File: config.mk
export PLATFORM = sky130hd
export DESIGN_NAME = addr_mode_seq
export DESIGN_NICKNAME = d
export VERILOG_FILES = /design/src/rtl/addr_mode_seq.sv
export SDC_FILE = /design/constraint.sdc
export NUM_CORES = 1
export LEC_CHECK = 0
export ABC_AREA = 1
export CORE_ASPECT_RATIO = 1.75
export CORE_UTILIZATION = 31
export CTS_CLUSTER_SIZE = 30
export DETAILED_ROUTE_END_ITERATION = 8
export GPL_TIMING_DRIVEN = 0
export HOLD_SLACK_MARGIN = 0.12
export SKIP_LAST_GASP = 1
export SYNTH_ARGS = -nofsm -noshare
export SYNTH_HDL_FRONTEND = slang
export SYNTH_SLANG_ARGS = --single-unit
File: constraint.sdc
create_clock -name clk -period 2.8 [get_ports clk]
set_input_delay 0.28 -clock clk [delete_from_list [all_inputs] [get_ports clk]]
set_output_delay 0.28 -clock clk [all_outputs]
set_load 0.05 [all_outputs]
File: src/rtl/addr_mode_seq.sv
// addr_mode_seq: 6502 addressing-mode bus-cycle sequencer.
// Runs operand/pointer/dummy reads and returns the effective address.
module addr_mode_seq #(
    parameter int ADDR_N = 16,
    parameter int DATA_N = 8
) (
    input  logic              clk,
    input  logic              reset,
    input  logic              start,
    input  logic [3:0]        mode,
    input  logic [ADDR_N-1:0] pc,
    input  logic [DATA_N-1:0] x,
    input  logic [DATA_N-1:0] y,
    input  logic              is_store,
    input  logic              rdy,
    input  logic [DATA_N-1:0] rdata,
    output logic [ADDR_N-1:0] addr,
    output logic              rd,
    output logic              busy,
    output logic              done,
    output logic [ADDR_N-1:0] ea,
    output logic              ea_valid,
    output logic              page_cross,
    output logic [1:0]        oper_len
);
    localparam int HI_N = ADDR_N - DATA_N;

    localparam logic [3:0] M_IMP  = 4'd0;
    localparam logic [3:0] M_IMM  = 4'd1;
    localparam logic [3:0] M_IND  = 4'd2;
    localparam logic [3:0] M_INDX = 4'd3;
    localparam logic [3:0] M_INDY = 4'd4;
    localparam logic [3:0] M_ZPG  = 4'd5;
    localparam logic [3:0] M_ZPGX = 4'd6;
    localparam logic [3:0] M_ZPGY = 4'd7;
    localparam logic [3:0] M_ABS  = 4'd8;
    localparam logic [3:0] M_ABSX = 4'd9;
    localparam logic [3:0] M_ABSY = 4'd10;
    localparam logic [3:0] M_RLT  = 4'd11;

    localparam logic [DATA_N-1:0] ONE_D = DATA_N'(1);
    localparam logic [ADDR_N-1:0] ONE_A = ADDR_N'(1);

    typedef enum logic [2:0] {
        S_IDLE,
        S_OP_LO,
        S_OP_HI,
        S_PTR_LO,
        S_PTR_HI,
        S_DUMMY,
        S_DONE
    } state_e;

    state_e            state_q, state_d;
    logic [3:0]        mode_q, mode_d;
    logic [ADDR_N-1:0] pc_q, pc_d;
    logic [DATA_N-1:0] idx_q, idx_d;
    logic              store_q, store_d;
    logic [DATA_N-1:0] lo_q, lo_d;
    logic [DATA_N-1:0] hi_q, hi_d;
    logic [ADDR_N-1:0] addr_q, addr_d;
    logic              rd_q, rd_d;
    logic              busy_q, busy_d;
    logic              done_q, done_d;
    logic [ADDR_N-1:0] ea_q, ea_d;
    logic              ea_valid_q, ea_valid_d;
    logic              page_cross_q, page_cross_d;
    logic [1:0]        oper_len_q, oper_len_d;

    logic              fin;
    logic [ADDR_N-1:0] fin_ea;
    logic              fin_cross;
    logic [3:0]        fin_mode;
    logic              go;
    state_e            go_state;
    logic [ADDR_N-1:0] go_addr;
    logic [ADDR_N-1:0] sum_q;
    logic              cross_q;
    logic [ADDR_N-1:0] sum_rd;
    logic              cross_rd;
    logic [ADDR_N-1:0] npc;
    logic [ADDR_N-1:0] rel;

    function automatic logic [ADDR_N-1:0] zp(input logic [DATA_N-1:0] z);
        return {{HI_N{1'b0}}, z};
    endfunction

    function automatic logic [ADDR_N-1:0] idx_add(
        input logic [DATA_N-1:0] h,
        input logic [DATA_N-1:0] l,
        input logic [DATA_N-1:0] i
    );
        return {h, l} + {{HI_N{1'b0}}, i};
    endfunction

    function automatic logic use_x(input logic [3:0] m);
        return (m == M_INDX) || (m == M_ZPGX) || (m == M_ABSX);
    endfunction

    function automatic logic [1:0] len_of(input logic [3:0] m);
        if (m == M_ABS || m == M_ABSX || m == M_ABSY || m == M_IND)
            return 2'd2;
        else if (m == M_IMP || m > M_RLT)
            return 2'd0;
        else
            return 2'd1;
    endfunction

    assign addr       = addr_q;
    assign rd         = rd_q;
    assign busy       = busy_q;
    assign done       = done_q;
    assign ea         = ea_q;
    assign ea_valid   = ea_valid_q;
    assign page_cross = page_cross_q;
    assign oper_len   = oper_len_q;

    // Next-state logic: pick the next bus cycle or finish with the EA.
    always_comb begin
        state_d      = state_q;
        mode_d       = mode_q;
        pc_d         = pc_q;
        idx_d        = idx_q;
        store_d      = store_q;
        lo_d         = lo_q;
        hi_d         = hi_q;
        addr_d       = addr_q;
        rd_d         = rd_q;
        busy_d       = busy_q;
        done_d       = 1'b0;
        ea_d         = ea_q;
        ea_valid_d   = ea_valid_q;
        page_cross_d = page_cross_q;
        oper_len_d   = oper_len_q;

        fin       = 1'b0;
        fin_ea    = '0;
        fin_cross = 1'b0;
        fin_mode  = mode_q;
        go        = 1'b0;
        go_state  = S_IDLE;
        go_addr   = '0;

        sum_q    = idx_add(hi_q, lo_q, idx_q);
        cross_q  = sum_q[ADDR_N-1:DATA_N] != hi_q;
        sum_rd   = idx_add(rdata, lo_q, idx_q);
        cross_rd = sum_rd[ADDR_N-1:DATA_N] != rdata;
        npc      = pc_q + ONE_A;
        rel      = npc + {{HI_N{rdata[DATA_N-1]}}, rdata};

        unique case (state_q)
            S_IDLE: begin
                if (start) begin
                    mode_d     = mode;
                    pc_d       = pc;
                    idx_d      = use_x(mode) ? x : y;
                    store_d    = is_store;
                    busy_d     = 1'b1;
                    ea_valid_d = 1'b0;
                    fin_mode   = mode;
                    if (mode == M_IMM) begin
                        fin    = 1'b1;
                        fin_ea = pc;
                    end else if (mode == M_IMP || mode > M_RLT) begin
                        fin = 1'b1;
                    end else begin
                        go       = 1'b1;
                        go_state = S_OP_LO;
                        go_addr  = pc;
                    end
                end
            end
            S_OP_LO: begin
                if (rdy) begin
                    lo_d = rdata;
                    case (mode_q)
                        M_ZPG: begin
                            fin    = 1'b1;
                            fin_ea = zp(rdata);
                        end
                        M_ZPGX, M_ZPGY, M_INDX: begin
                            go       = 1'b1;
                            go_state = S_DUMMY;
                            go_addr  = zp(rdata);
                        end
                        M_INDY: begin
                            go       = 1'b1;
                            go_state = S_PTR_LO;
                            go_addr  = zp(rdata);
                        end
                        M_RLT: begin
                            fin       = 1'b1;
                            fin_ea    = rel;
                            fin_cross = rel[ADDR_N-1:DATA_N]
                                        != npc[ADDR_N-1:DATA_N];
                        end
                        default: begin
                            go       = 1'b1;
                            go_state = S_OP_HI;
                            go_addr  = npc;
                        end
                    endcase
                end
            end
            S_OP_HI: begin
                if (rdy) begin
                    hi_d = rdata;
                    if (mode_q == M_ABS) begin
                        fin    = 1'b1;
                        fin_ea = {rdata, lo_q};
                    end else if (mode_q == M_IND) begin
                        go       = 1'b1;
                        go_state = S_PTR_LO;
                        go_addr  = {rdata, lo_q};
                    end else if (cross_rd || store_q) begin
                        go       = 1'b1;
                        go_state = S_DUMMY;
                        go_addr  = {rdata, lo_q + idx_q};
                    end else begin
                        fin    = 1'b1;
                        fin_ea = sum_rd;
                    end
                end
            end
            S_PTR_LO: begin
                // The low-byte increment never carries: NMOS pointer wrap.
                if (rdy) begin
                    lo_d     = rdata;
                    go       = 1'b1;
                    go_state = S_PTR_HI;
                    go_addr  = {addr_q[ADDR_N-1:DATA_N],
                                addr_q[DATA_N-1:0] + ONE_D};
                end
            end
            S_PTR_HI: begin
                if (rdy) begin
                    hi_d = rdata;
                    if (mode_q != M_INDY) begin
                        fin    = 1'b1;
                        fin_ea = {rdata, lo_q};
                    end else if (cross_rd || store_q) begin
                        go       = 1'b1;
                        go_state = S_DUMMY;
                        go_addr  = {rdata, lo_q + idx_q};
                    end else begin
                        fin       = 1'b1;
                        fin_ea    = sum_rd;
                    end
                end
            end
            S_DUMMY: begin
                if (rdy) begin
                    case (mode_q)
                        M_ZPGX, M_ZPGY: begin
                            fin    = 1'b1;
                            fin_ea = zp(lo_q + idx_q);
                        end
                        M_INDX: begin
                            go       = 1'b1;
                            go_state = S_PTR_LO;
                            go_addr  = zp(lo_q + idx_q);
                        end
                        default: begin
                            fin       = 1'b1;
                            fin_ea    = sum_q;
                            fin_cross = cross_q;
                        end
                    endcase
                end
            end
            S_DONE: begin
                state_d = S_IDLE;
                busy_d  = 1'b0;
            end
            default: state_d = S_IDLE;
        endcase

        if ((state_q == S_OP_HI || state_q == S_PTR_HI) && fin)
            fin_cross = (mode_q == M_ABS || mode_q == M_IND
                         || mode_q == M_INDX) ? 1'b0 : cross_rd;

        if (go) begin
            state_d = go_state;
            addr_d  = go_addr;
            rd_d    = 1'b1;
        end
        if (fin) begin
            state_d      = S_DONE;
            rd_d         = 1'b0;
            done_d       = 1'b1;
            ea_d         = fin_ea;
            ea_valid_d   = 1'b1;
            page_cross_d = fin_cross;
            oper_len_d   = len_of(fin_mode);
        end
    end

    // State and registered outputs, synchronous reset.
    always_ff @(posedge clk) begin
        if (reset) begin
            state_q      <= S_IDLE;
            mode_q       <= '0;
            pc_q         <= '0;
            idx_q        <= '0;
            store_q      <= 1'b0;
            lo_q         <= '0;
            hi_q         <= '0;
            addr_q       <= '0;
            rd_q         <= 1'b0;
            busy_q       <= 1'b0;
            done_q       <= 1'b0;
            ea_q         <= '0;
            ea_valid_q   <= 1'b0;
            page_cross_q <= 1'b0;
            oper_len_q   <= '0;
        end else begin
            state_q      <= state_d;
            mode_q       <= mode_d;
            pc_q         <= pc_d;
            idx_q        <= idx_d;
            store_q      <= store_d;
            lo_q         <= lo_d;
            hi_q         <= hi_d;
            addr_q       <= addr_d;
            rd_q         <= rd_d;
            busy_q       <= busy_d;
            done_q       <= done_d;
            ea_q         <= ea_d;
            ea_valid_q   <= ea_valid_d;
            page_cross_q <= page_cross_d;
            oper_len_q   <= oper_len_d;
        end
    end

endmodule

==> metrics <==
Vias 8610; Routed Antenna Nets 0; wire length per cell after detailed routing 19.6 um; clock sink total 87; Period minus WS final slightly below 3000 ps; outcome finished with violations; die area 23500 um2; Hold Path Class in2reg; failing checks negative setup slack; port bufs 86; n_diodes 0; post-layout instance area 9570 um2; Avg Inst Size Synth 5.96 um2; setup TNS -260 ps; htree depth 3; clk buf depth 2; clock latency on the worst-skew pair ~360 ps; max-slew violation count 0; largest net degree at the start of global routing 18; final hold vios 0; post-DP HPWL about 25000 um; Max Cap Viol 0; Critical Path AT 3160 ps; drt total wl 31700 um; hold_buf cts 0; syn nets 1266; Overall Power 7.69 mW; Reg clk slew, reported paths 80 ps; placer congestion estimate around 1.1; Die Ht 202 um; Setup violations, final 4; setup ws final -105 ps; power per cell area approximately 800 nW/um2; number of fill cells 2373; CP Data Required Time 3060 ps; CP Max Fanout 7; overall routing resource usage 0.273; global route total overflow 0; Initial Utilization 0.319; Vias/cell 5.33; #FFs+latches synth 87; CTS tree built; Worst setup SP type flop; Max-slew headroom 0.423; fmax between 300 and 400 MHz; Post-synth top flop dfxtp_1; skew final 11.2 ps; P_leak 4.08 nW; Gate Count Post-Synth 1190; asr flop ratio synth 0; CTS root buffer clkbuf_16; Die W about 120 um; # nets final 1390; drt pass-1 iters 5; DRT iter0 DRCs 560; Crit. End Element flop; share of cells above drive strength 1 0.180; dpl cell area 8320 um2; Top Ports 88; DP Worst Slack -875 ps; DRC Markers 0; r2r setup slk -100 ps; Yosys cell types 53; Std-Cell Rows slightly above 70; hold slack 430 ps; first-pass GRT wire length 46800 um; Setup Crit Path Kind reg2reg; initial antenna violation count 0; Seq/Total Area, Yosys 0.246; Post-synth EDFFs 0; vias in the first global route approximately 8400; synthesis-to-layout area growth 35.1%; RSZ-0062 raised after global routing true; CTS Buf Count 9; synth warn 0; Post-Syn Area 7090 um2; Worst-Margin Slew 865 ps; Max IR drop VDD 0.354 mV; Core Box Area about 22000 um2; Final period util 1.04
-- synthesized netlist by cell type (all sizes together), types with 4 or more instances --
cell,n,share of area
a211oi,5,0.0053
a22oi,4,0.0042
o221ai,6,0.0074
ha,25,0.044
a32oi,4,0.0049
inv,164,0.087
nand2,360,0.20
o22ai,9,0.0079
clkinv,4,0.0028
nand4,19,0.017
o211ai,15,0.016
nor3,11,0.0099
buf,5,0.0037
o21ai,81,0.058
xnor2,7,0.0086
or2,4,0.0035
a31oi,7,0.0062
a21oi,97,0.071
nand3,98,0.071
clkbuf,20,0.011
dfxtp,87,0.25
xor2,11,0.014
nor2,124,0.075
-- layout make-up --
type                            instances  area (um2)  share of cell area
Clock buffer                            9         225              0.0235
Sequential cell                        87        1780               0.186
Timing Repair Buffer                  113        1090               0.114
Multi-Input combinational cell        910        5250               0.548
Inverter                              168         641              0.0669
Clock inverter                          7         115              0.0120
Tap cell                              296         370              0.0387
Buffer                                 25         105              0.0110
-- cells in the final DEF (no fill, tap or decap), drive strengths merged, types with 5 or more instances in the layout --
cell,netlist,final
a211oi,5,5
a21oi,97,97
a31oi,7,7
buf,5,32
clkbuf,20,30
clkdlybuf4s50,0,83
clkinv,4,5
dfxtp,87,87
ha,25,25
inv,164,167
nand2,360,360
nand3,98,98
nand4,19,19
nor2,124,124
nor3,11,11
o211ai,15,15
o21ai,81,81
o221ai,6,6
o22ai,9,9
xnor2,7,7
xor2,11,11
-- per-stage QoR --
step                utilization  std cells
detailed placement        0.374       1572
CTS                       0.418       1605
global placement          0.374       1572
floorplan                     -       1190
global route              0.430       1615
finish                    0.430       1615
-- flip-flops by register name, summed over array words and instances (netlist names), 3 cells and up --
register / count
addr: 16
hi_q: 8
pc_q: 16
ea: 16
state_q: 3
mode_q: 4
lo_q: 8
idx_q: 8
-- worst max-delay path, cell delays in order, from the launching register on --
cell and delay, ps:
dfxtp_4 380, inv_2 60, nor2_4 120, buf_12 140, nand3_4 110, nor2_2 120, nand2_1 60, nand2_2 110
inv_2 70, ha_4 260, nand2_4 70, inv_1 50, nand2_2 60, nand2_2 60, a21oi_4 170, nand2_2 80
nand2_1 90, nand3_1 80, nand2_1 70, nand2_1 60, nor2_2 90, nand2_2 90, nand2_2 70, nand2_1 40
nand2_1 50, nand2_1 50, nand2_2 110, nand2_1 50
-- where the power goes --
group	total (mW)	switching, mW	internal [mW]
Clock	1.41	0.600	0.806
Sequential	1.88	0.327	1.56
Combinational	4.40	2.97	1.43
-- per-layer routing --
layer	share of wire	GRT usage	up-vias	wire, um
li1	-	-	4166	-
met3	0.046	0.0366	138	1450
met4	0.10	0.258	0	3240
met5	0	0	-	0
met2	0.52	0.491	322	16500
met1	0.33	0.256	3984	10500
-- logic make-up (layout without fill, tap and decap cells) --
family | after synthesis | after routing | share of synthesized area
xor+xnor | 18 | 18 | 0.0222
buf+inv | 193 | 322 | 0.104
fa+ha+maj | 27 | 27 | 0.0498
flops | 87 | 87 | 0.246
compound gates | 243 | 243 | 0.198
simple gates | 622 | 622 | 0.380
-- path summary, 6_finish.rpt --
path,cells past startpoint,end,startpoint
setup reg to reg,27,page_cross,pc_q[0]
hold / removal,3,lo_q[0],rdata[0]
setup / recovery,27,page_cross,pc_q[0]
hold reg to reg,2,page_cross,page_cross
-- timing repair --
item / CTS / global route
endpoints found under the setup margin: 20 / 30
setup buffers: 17 / 10
cloned: 0 / 0
pin swaps: 37 / 44
hold endpoints to repair: 0 / 0
gates resized for setup: 128 / 58
Note: power is estimated with default switching activity, not from simulation.
